### src/rtl/hazard_unit_if.sv
// -----------------------------------------------------------------------------
// hazard_unit_if
// Bundles the pipeline-side signals of the hazard controller.
//   slave  : used by hazard_unit. It reads the ID/EX hazard sources, the branch
//            and memory status, and drives the enable and flush controls.
//   master : used by the pipeline or the bench. It drives the sources and
//            reads the controls.
// Signals:
//   id_rs1_addr/id_rs2_addr, id_rs1_used/id_rs2_used : ID-stage source regs
//   id_ex_reg_addr, id_ex_mem_rd, id_ex_reg_wr_ena   : EX-stage destination
//   branch_taken, mem_busy                           : control events
//   pc_wr_ena, if_id_wr_ena, id_ex_wr_ena, ex_mem_wr_ena : register enables
//   if_id_flush, id_ex_flush                         : NOP injection
// -----------------------------------------------------------------------------
interface hazard_unit_if #(
  parameter int REG_ADDR_WIDTH = 5
);
  logic [REG_ADDR_WIDTH-1:0] id_rs1_addr;
  logic [REG_ADDR_WIDTH-1:0] id_rs2_addr;
  logic                      id_rs1_used;
  logic                      id_rs2_used;
  logic [REG_ADDR_WIDTH-1:0] id_ex_reg_addr;
  logic                      id_ex_mem_rd;
  logic                      id_ex_reg_wr_ena;
  logic                      branch_taken;
  logic                      mem_busy;
  logic                      pc_wr_ena;
  logic                      if_id_wr_ena;
  logic                      id_ex_wr_ena;
  logic                      ex_mem_wr_ena;
  logic                      if_id_flush;
  logic                      id_ex_flush;

  modport slave (
    input  id_rs1_addr, id_rs2_addr, id_rs1_used, id_rs2_used,
    input  id_ex_reg_addr, id_ex_mem_rd, id_ex_reg_wr_ena,
    input  branch_taken, mem_busy,
    output pc_wr_ena, if_id_wr_ena, id_ex_wr_ena, ex_mem_wr_ena,
    output if_id_flush, id_ex_flush
  );

  modport master (
    output id_rs1_addr, id_rs2_addr, id_rs1_used, id_rs2_used,
    output id_ex_reg_addr, id_ex_mem_rd, id_ex_reg_wr_ena,
    output branch_taken, mem_busy,
    input  pc_wr_ena, if_id_wr_ena, id_ex_wr_ena, ex_mem_wr_ena,
    input  if_id_flush, id_ex_flush
  );
endinterface

### src/rtl/hazard_unit.sv
// -----------------------------------------------------------------------------
// hazard_unit
// Hazard controller for the 5-stage DLX pipeline. It detects load-use hazards
// between ID and EX and inserts LOAD_LATENCY bubbles. It flushes IF/ID and
// ID/EX on a taken branch or jump, and freezes every pipeline register while
// data memory is busy.
// Ports:
//   clk        : core clock, rising edge
//   rst        : synchronous active-high reset
//   bus        : hazard_unit_if.slave (hazard sources in, enables/flushes out)
//   stall_cnt  : stall-cycle counter   (only with HAZARD_PERF_CNT_EN)
//   flush_cnt  : branch-flush counter  (only with HAZARD_PERF_CNT_EN)
// Parameters:
//   REG_ADDR_WIDTH : register address width
//   LOAD_LATENCY   : bubbles per load-use hazard, 1..7
//   CNT_WIDTH      : performance counter width
// Optional feature macro: HAZARD_PERF_CNT_EN adds the performance counters.
// Output priority: reset > freeze > branch > load stall > normal.
// -----------------------------------------------------------------------------
module hazard_unit #(
  parameter int REG_ADDR_WIDTH = 5,
  parameter int LOAD_LATENCY   = 1,
  parameter int CNT_WIDTH      = 32
) (
  input  logic                 clk,
  input  logic                 rst,
  hazard_unit_if.slave         bus
`ifdef HAZARD_PERF_CNT_EN
  ,
  output logic [CNT_WIDTH-1:0] stall_cnt,
  output logic [CNT_WIDTH-1:0] flush_cnt
`endif
);

  // Parameter sanity: these empty blocks only elaborate for illegal values,
  // so they show up by name in the elaborated hierarchy.
  if (LOAD_LATENCY < 1 || LOAD_LATENCY > 7) begin : g_bad_load_latency
  end
  if (CNT_WIDTH < 1) begin : g_bad_cnt_width
  end

  typedef enum logic {
    S_RUN        = 1'b0,
    S_LOAD_STALL = 1'b1
  } state_t;

  // Bubble count still owed after the hazard cycle itself.
  localparam logic [2:0] BCNT_START = 3'(LOAD_LATENCY - 1);

  state_t     r_state;
  state_t     w_state_next;
  logic [2:0] r_bcnt;
  logic [2:0] w_bcnt_next;
  logic       w_hz;
  logic       w_stall;

  // Load-use hazard. Register 0 is hard-wired, so it never creates one.
  always_comb begin
    w_hz = bus.id_ex_mem_rd & bus.id_ex_reg_wr_ena &
           (bus.id_ex_reg_addr != {REG_ADDR_WIDTH{1'b0}}) &
           ((bus.id_rs1_used & (bus.id_rs1_addr == bus.id_ex_reg_addr)) |
            (bus.id_rs2_used & (bus.id_rs2_addr == bus.id_ex_reg_addr)));
  end

  // LOAD_STALL keeps stalling no matter what hz says. The load has already
  // left EX, so hz no longer describes the instruction being protected.
  assign w_stall = (r_state == S_LOAD_STALL) | w_hz;

  // State register
  always_ff @(posedge clk) begin
    if (rst) begin
      r_state <= S_RUN;
      r_bcnt  <= 3'd0;
    end else begin
      r_state <= w_state_next;
      r_bcnt  <= w_bcnt_next;
    end
  end

  // Next state and outputs
  always_comb begin
    w_state_next      = r_state;
    w_bcnt_next       = r_bcnt;
    bus.pc_wr_ena     = 1'b1;
    bus.if_id_wr_ena  = 1'b1;
    bus.id_ex_wr_ena  = 1'b1;
    bus.ex_mem_wr_ena = 1'b1;
    bus.if_id_flush   = 1'b0;
    bus.id_ex_flush   = 1'b0;

    if (rst) begin
      // Keep the pipeline moving so that it fills with NOPs.
      bus.if_id_flush = 1'b1;
      bus.id_ex_flush = 1'b1;
    end else if (bus.mem_busy) begin
      // Freeze: nothing moves, and the stall bookkeeping holds.
      bus.pc_wr_ena     = 1'b0;
      bus.if_id_wr_ena  = 1'b0;
      bus.id_ex_wr_ena  = 1'b0;
      bus.ex_mem_wr_ena = 1'b0;
    end else if (bus.branch_taken) begin
      // The wrong-path instructions in IF/ID and ID/EX are squashed. Any
      // pending load stall is moot because its dependent is squashed too.
      bus.if_id_flush = 1'b1;
      bus.id_ex_flush = 1'b1;
      w_state_next    = S_RUN;
      w_bcnt_next     = 3'd0;
    end else if (w_stall) begin
      // Hold PC and IF/ID. Send a bubble into EX and let the load move on.
      bus.pc_wr_ena    = 1'b0;
      bus.if_id_wr_ena = 1'b0;
      bus.id_ex_flush  = 1'b1;
      if (r_state == S_RUN) begin
        if (LOAD_LATENCY > 1) begin
          w_state_next = S_LOAD_STALL;
          w_bcnt_next  = BCNT_START;
        end
      end else begin
        w_bcnt_next = r_bcnt - 3'd1;
        if (r_bcnt == 3'd1) begin
          w_state_next = S_RUN;
        end
      end
    end
  end

`ifdef HAZARD_PERF_CNT_EN
  logic [CNT_WIDTH-1:0] r_stall_cnt;
  logic [CNT_WIDTH-1:0] r_flush_cnt;

  // Counting while frozen is excluded. A freeze leaves pc_wr_ena low without
  // spending a bubble, so it must not count as a stall cycle.
  always_ff @(posedge clk) begin
    if (rst) begin
      r_stall_cnt <= '0;
      r_flush_cnt <= '0;
    end else if (!bus.mem_busy) begin
      if (!bus.pc_wr_ena) begin
        r_stall_cnt <= r_stall_cnt + 1'b1;
      end
      if (bus.branch_taken) begin
        r_flush_cnt <= r_flush_cnt + 1'b1;
      end
    end
  end

  assign stall_cnt = r_stall_cnt;
  assign flush_cnt = r_flush_cnt;
`endif

endmodule

### src/flat_wrapper.sv
// flat-port wrapper written by rule: the top's interface ports become plain ports
module hazard_unit_flat 
#(
  parameter int REG_ADDR_WIDTH = 5,
  parameter int LOAD_LATENCY   = 1,
  parameter int CNT_WIDTH      = 32
)
  (clk, rst, bus_id_rs1_addr, bus_id_rs2_addr, bus_id_rs1_used, bus_id_rs2_used, bus_id_ex_reg_addr, bus_id_ex_mem_rd, bus_id_ex_reg_wr_ena, bus_branch_taken, bus_mem_busy, bus_pc_wr_ena, bus_if_id_wr_ena, bus_id_ex_wr_ena, bus_ex_mem_wr_ena, bus_if_id_flush, bus_id_ex_flush);
  hazard_unit_if #(.REG_ADDR_WIDTH(REG_ADDR_WIDTH)) bus_i ();
  input  logic clk;
  input  logic rst;
  input wire logic [$bits(bus_i.id_rs1_addr)-1:0] bus_id_rs1_addr;
  input wire logic [$bits(bus_i.id_rs2_addr)-1:0] bus_id_rs2_addr;
  input wire logic [$bits(bus_i.id_rs1_used)-1:0] bus_id_rs1_used;
  input wire logic [$bits(bus_i.id_rs2_used)-1:0] bus_id_rs2_used;
  input wire logic [$bits(bus_i.id_ex_reg_addr)-1:0] bus_id_ex_reg_addr;
  input wire logic [$bits(bus_i.id_ex_mem_rd)-1:0] bus_id_ex_mem_rd;
  input wire logic [$bits(bus_i.id_ex_reg_wr_ena)-1:0] bus_id_ex_reg_wr_ena;
  input wire logic [$bits(bus_i.branch_taken)-1:0] bus_branch_taken;
  input wire logic [$bits(bus_i.mem_busy)-1:0] bus_mem_busy;
  output wire logic [$bits(bus_i.pc_wr_ena)-1:0] bus_pc_wr_ena;
  output wire logic [$bits(bus_i.if_id_wr_ena)-1:0] bus_if_id_wr_ena;
  output wire logic [$bits(bus_i.id_ex_wr_ena)-1:0] bus_id_ex_wr_ena;
  output wire logic [$bits(bus_i.ex_mem_wr_ena)-1:0] bus_ex_mem_wr_ena;
  output wire logic [$bits(bus_i.if_id_flush)-1:0] bus_if_id_flush;
  output wire logic [$bits(bus_i.id_ex_flush)-1:0] bus_id_ex_flush;
  assign bus_i.id_rs1_addr = bus_id_rs1_addr;
  assign bus_i.id_rs2_addr = bus_id_rs2_addr;
  assign bus_i.id_rs1_used = bus_id_rs1_used;
  assign bus_i.id_rs2_used = bus_id_rs2_used;
  assign bus_i.id_ex_reg_addr = bus_id_ex_reg_addr;
  assign bus_i.id_ex_mem_rd = bus_id_ex_mem_rd;
  assign bus_i.id_ex_reg_wr_ena = bus_id_ex_reg_wr_ena;
  assign bus_i.branch_taken = bus_branch_taken;
  assign bus_i.mem_busy = bus_mem_busy;
  assign bus_pc_wr_ena = bus_i.pc_wr_ena;
  assign bus_if_id_wr_ena = bus_i.if_id_wr_ena;
  assign bus_id_ex_wr_ena = bus_i.id_ex_wr_ena;
  assign bus_ex_mem_wr_ena = bus_i.ex_mem_wr_ena;
  assign bus_if_id_flush = bus_i.if_id_flush;
  assign bus_id_ex_flush = bus_i.id_ex_flush;
  hazard_unit #(.REG_ADDR_WIDTH(REG_ADDR_WIDTH), .LOAD_LATENCY(LOAD_LATENCY), .CNT_WIDTH(CNT_WIDTH)) u_core (.clk(clk), .rst(rst), .bus(bus_i));
endmodule
### config.mk
export PLATFORM = sky130hd
export DESIGN_NAME = hazard_unit_flat
export DESIGN_NICKNAME = d
export VERILOG_FILES = /design/src/rtl/hazard_unit_if.sv /design/src/rtl/hazard_unit.sv /design/src/flat_wrapper.sv
export SDC_FILE = /design/constraint.sdc
export NUM_CORES = 1
export LEC_CHECK = 0
export ABC_AREA = 1
export BUFFER_PORTS_ARGS = -buffer_cell sky130_fd_sc_hd__buf_2
export CAP_MARGIN = 10
export CORE_UTILIZATION = 37
export DETAILED_ROUTE_END_ITERATION = 8
export PLACE_DENSITY_LB_ADDON = 0.25
export SYNTH_ARGS = -nofsm -noshare
export SYNTH_HDL_FRONTEND = slang
export SYNTH_SLANG_ARGS = --single-unit
### constraint.sdc
create_clock -name clk -period 1.09 [get_ports clk]
set_input_delay 0.218 -clock clk [delete_from_list [all_inputs] [get_ports clk]]
set_output_delay 0.218 -clock clk [all_outputs]
set_load 0.02 [all_outputs]
Yosys cells after proc, flatten, opt, wreduce, memory -nomap -nowiden
Cells that the tools add are included.
Word-level totals
  bits in registers: 4
  latch bits: 0
  memory bits (writable): 0
  ROM bits: 0
  bits of input ports: 23
  output and inout bits: 6
  memories: 0
Cells by class
  add/sub/neg operators: 1
  multipliers: 0
  divide/modulo/power cells: 0
  magnitude comparators: 0
  eq/ne operators: 3
  shifts and indexed selects: 0
  muxes and demuxes: 20
  bitwise gates (word level): 8
  reductions and logical operators: 5
Operators with widths (number)
  $mux 1: 17
  $eq 5x5->1: 2
  $mux 3: 3
  $and 1x1->1: 5
  $reduce_bool 5->1: 1
  $reduce_bool 2->1: 2
  $eq 3x1->1 const B: 1
  $reduce_and 3->1: 1
  $sub 3x1->3 const B: 1
  $or 1x1->1: 2
  $reduce_and 2->1: 1
  $not 1->1: 1

Longest topological paths before layout
  word-level depth: 9
  depth in mapped cells: 10
  mapped depth without buffers: 9

Worst setup path after synthesis
OpenSTA, ideal clock, no wires.
  path type: input port to output port
  start point: input bus_id_ex_reg_addr[3]
  end point: output bus_pc_wr_ena
  arrival: 1297 ps
  data required time: 872 ps
  setup slack: -425 ps
  stages on the path: 10
  cell sequence: inv_1 nand2_1 nand2_1 nor2_1 nand3_1 nand2_2 nand2_1 nand2_1 a21oi_1 buf_4
On the way
  cells in the longest elaborated chain, start to end: 9
  elaborated cells between the ends (all ways): 13
  classes of those cells: 2 x eq/ne; 4 x mux; 6 x bitwise; 1 x reduce/logical
RTL lines
  start, declared: line flat_wrapper.sv:16  | input wire logic [$bits(bus_i.id_ex_reg_addr)-1:0] bus_id_ex_reg_addr;
  $eq 5x5->1 (on tied branches): line hazard_unit.sv:61, hazard_unit.sv:62
  $and 1x1->1 (on tied branches): line hazard_unit.sv:61, hazard_unit.sv:62
  $or 1x1->1: line hazard_unit.sv:61  | ((bus.id_rs1_used & (bus.id_rs1_addr == bus.id_ex_reg_addr)) |
  $and 1x1->1 (*): line hazard_unit.sv:60  | (bus.id_ex_reg_addr != {REG_ADDR_WIDTH{1'b0}}) &
  $or 1x1->1 (*): line hazard_unit.sv:67  | assign w_stall = (r_state == S_LOAD_STALL) | w_hz;
  $mux 1 (*) (4 in series)
  end, declared: line flat_wrapper.sv:21  | output wire logic [$bits(bus_i.pc_wr_ena)-1:0] bus_pc_wr_ena;
Every way passes the cells marked *; elsewhere a longest branch is shown, timed or not.

Worst setup path after layout
  start point: input bus_id_ex_reg_addr[0]
  end point: output bus_if_id_wr_ena
On the way
  cells in the longest elaborated chain, start to end: 9
  elaborated cells between the ends (all ways): 13
  classes of those cells: 2 x eq/ne; 4 x mux; 6 x bitwise; 1 x reduce/logical
RTL lines
  $eq 5x5->1 (on tied branches): line hazard_unit.sv:61, hazard_unit.sv:62
  $and 1x1->1 (on tied branches): line hazard_unit.sv:61, hazard_unit.sv:62
  $or 1x1->1: line hazard_unit.sv:61
  $and 1x1->1 (*): line hazard_unit.sv:60
  $or 1x1->1 (*): line hazard_unit.sv:67
  $mux 1 (*): line hazard_unit.sv:108  | end else if (w_stall) begin
  $mux 1 (*): line hazard_unit.sv:101  | end else if (bus.branch_taken) begin
  $mux 1 (*): line hazard_unit.sv:95  | end else if (bus.mem_busy) begin
  $mux 1 (*): line hazard_unit.sv:91  | if (rst) begin
  end, declared: line flat_wrapper.sv:22  | output wire logic [$bits(bus_i.if_id_wr_ena)-1:0] bus_if_id_wr_ena;
Marked as above.

==> summary.txt <==
Route
  – Routed WL per cell: 9.88 um
  – Final ANT Viol Nets: 0
  – Residual DRC: 0
  – Drt initial violations: 16
  – Detailed Route WL: around 1400 um
  – DRT Pass-1 Iters: 4
  – Via density: between 4 and 5
  – Via count: between 600 and 700

Timing
  – RSZ-0062 raised after global routing: yes
  – Final setup viols: 3
  – Fin crit share: 1.21
  – Max-slew violations: 0
  – Final TNS setup: -0.611 ns
  – Clock Skews: 0.00399 ns
  – Worst slew margin: 0.835
  – Final Worst Setup Slack: -0.229 ns
  – Fmax: roughly 0.76 GHz
  – Min Hold Slack: ~0.31 ns
  – Final min period: around 1.3 ns
  – Measured slew at the worst slew-check pin: approximately 0.25 ns
  – Hold Vio Cnt, Final: 0

Place
  – Port Buffers: 28
  – HPWL Detailed: 977 um
  – Final GP Congestion: ~0.69

Setup path
  – Reg2reg setup slack: ~0.010 ns
  – Crit Path Category: in2out
  – Worst path arrival time: ~1.1 ns
  – Max Fanout on Critical Path: 4
  – Req. time, crit path: just under 0.9 ns
  – Setup crit start kind: input port
  – Worst Setup End Kind: output port

Logic synthesis
  – Cell count after synthesis: 94
  – Post-synth ARST share: 0
  – Seq cells post-synth: 4
  – Yosys top cell by area: nand2_1
  – Post-synth cell types: 17
  – Post-synth top flop: dfxtp_1
  – Synth Cell Area: a little under 500 um^2
  – Top post-synthesis cells by area: nand2_1, dfxtp_1, inv_1
  – Sequential fraction of the synthesis area: 0.163
  – Synth Area per Inst: ~5.2 um^2
  – Post-synth top cells: nand2_1, inv_1, nor2_1
  – Post-synth EDFFs: 0
  – Synth top area share: 0.237
  – Syn nets: around 120
  – Most numerous cell in the Yosys netlist: nand2_1
  – Syn. warnings: 0

Cells and area
  – Layout cell share with drive strength beyond 1: 0.615
  – Fin nets: between 150 and 200
  – Area Growth Syn to Fin: 89.3%
  – Diode count: 0

Die
  – Area of the core: 1170 um^2
  – Die width: 38.4 um
  – Row cnt: 12
  – Initial Utilization: 0.419
  – Ports: 29
  – Die height: approximately 38 um
  – Die area: around 1500 um^2

Global route
  – Number of global-route vias before repair: 550
  – Antenna violations before repair: 0
  – Largest net degree at the start of global routing: 6
  – First-pass GRT wire length: between 1500 and 2000 um
  – Congestion Overflow GR: 0
  – Tot GR Track Use: 0.189

Clocking
  – Root Driver: clkbuf_4
  – Clock Path Buffers: 2
  – H-tree depth: 1
  – CTS Buf Count: 3
  – CTS tree: done
  – Clock Latency Late Sink: approximately 0.23 ns
  – CTS sink cnt: 4
  – Clk pin slew, worst setup/hold paths: approximately 0.040 ns

Power and ir drop
  – Gate power share: 0.486
  – Switching portion of total power: 0.331
  – Max IR drop VDD: 0.717 mV
  – Cell Pwr Density: between 700 and 800 nW/um^2
  – NetSw: 218 uW
  – P_leak: just over 0.5 nW
  – Seq pwr share: 0.246
  – Clock power share: 0.269
  – Tot Pwr: about 660 uW
  – Internal power: around 440 uW

Status
  – Status: finished with violations
  – Failing checks: negative setup slack

Min path
  – Hold WC Path Type: in2reg

Run
  – Max Cap Viol: 0
-- final timing paths --
| check | cells past startpoint | to | from |
|---|---|---|---|
| max | 9 | bus_if_id_wr_ena | bus_id_ex_reg_addr[0] |
| min | 3 | u_core.r_bcnt[0]$_SDFFE_PP0P_ | rst |
| max reg2reg | 6 | u_core.r_bcnt[2]$_SDFFE_PP0P_ | u_core.r_state$_SDFFE_PP0P_ |
| min reg2reg | 2 | u_core.r_state$_SDFFE_PP0P_ | u_core.r_state$_SDFFE_PP0P_ |
-- what timing repair did --
action / 4_1_cts / 5_1_grt
hold buffers: 0 / 0
endpoints found under the setup margin: 4 / 9
pin swaps: 19 / 21
resized for setup: 30 / 22
buffers inserted: 2 / 0
-- power by group through the flow --
stage	registers [mW]	logic, mW	clock network (mW)
after global placement	0.163	0.225	0
final	0.161	0.319	0.176
after global routing	0.162	0.346	0.193
after floorplan	0.162	0.135	0
after CTS	0.161	0.276	0.187
after detailed placement	0.163	0.229	0
-- state kept, by name, summed over array words and instances (netlist names) --
register and cells:
u_core.r_bcnt 3, u_core.r_state 1
-- final cells by class --
type | instances | area (um^2)
clock buffers | 3 | 22.5
fillers | 79 | 243
inverters | 23 | 116
multi-input cells | 65 | 390
flip-flops and latches | 4 | 81.3
well taps | 14 | 17.5
repair buffers | 35 | 300
-- cell families after synthesis --
family,count (synthesis),synth area share
simple gates,54,0.459
buf+inv,25,0.207
compound gates,8,0.102
flops,4,0.163
fa+ha+maj,2,0.0510
xor+xnor,1,0.0179
-- metal layers --
| metal | part of all wire | up-vias | global-route usage |
|---|---|---|---|
| met5 | 0 | - | 0 |
| met1 | 0.43 | 288 | 0.199 |
| met3 | 0.037 | 0 | 0.0349 |
| li1 | - | 354 | - |
| met2 | 0.53 | 15 | 0.373 |
| met4 | 0 | 0 | 0.0517 |
-- stage by stage --
stage / std cells / util / instance area (um^2) / setup WS [ns]
finish: 144 / 0.793 / 928 / -0.229
global route: 144 / 0.793 / 928 / -0.294
CTS: 144 / 0.728 / 852 / -0.202
detailed placement: 139 / 0.614 / 719 / -0.313
global placement: 139 / 0.614 / 719 / -0.290
floorplan: 94 / - / 543 / -0.139
-- cells in the final DEF (no fill, tap or decap) --
cell type / Yosys / final
inv_12: 0 / 2
nand3_1: 4 / 3
inv_2: 4 / 11
nor2_1: 13 / 11
buf_4: 2 / 7
buf_2: 0 / 14
ha_4: 0 / 1
nand2_4: 0 / 1
ha_1: 2 / 1
a21oi_4: 0 / 1
buf_8: 0 / 3
nand2_1: 31 / 18
nand3_2: 1 / 2
a21oi_2: 2 / 2
clkbuf_4: 0 / 3
a211oi_2: 0 / 1
dfxtp_2: 0 / 1
nor3_2: 0 / 1
inv_1: 19 / 8
nand4_1: 1 / 1
o21ai_0: 1 / 1
nand2_2: 3 / 15
a21oi_1: 4 / 3
dfxtp_1: 4 / 3
buf_12: 0 / 1
nor2_2: 0 / 2
inv_4: 0 / 2
buf_6: 0 / 10
xor2_1: 1 / 1
-- worst max-delay path, stage by stage --
cell and delay, ns:
buf_8 0.10, nor2_2 0.08, nand4_1 0.11, nand3_1 0.10, inv_2 0.05, nand2_2 0.06, nand2_2 0.06, a21oi_4 0.16
buf_6 0.13
Note: power is estimated with default switching activity, not from simulation.
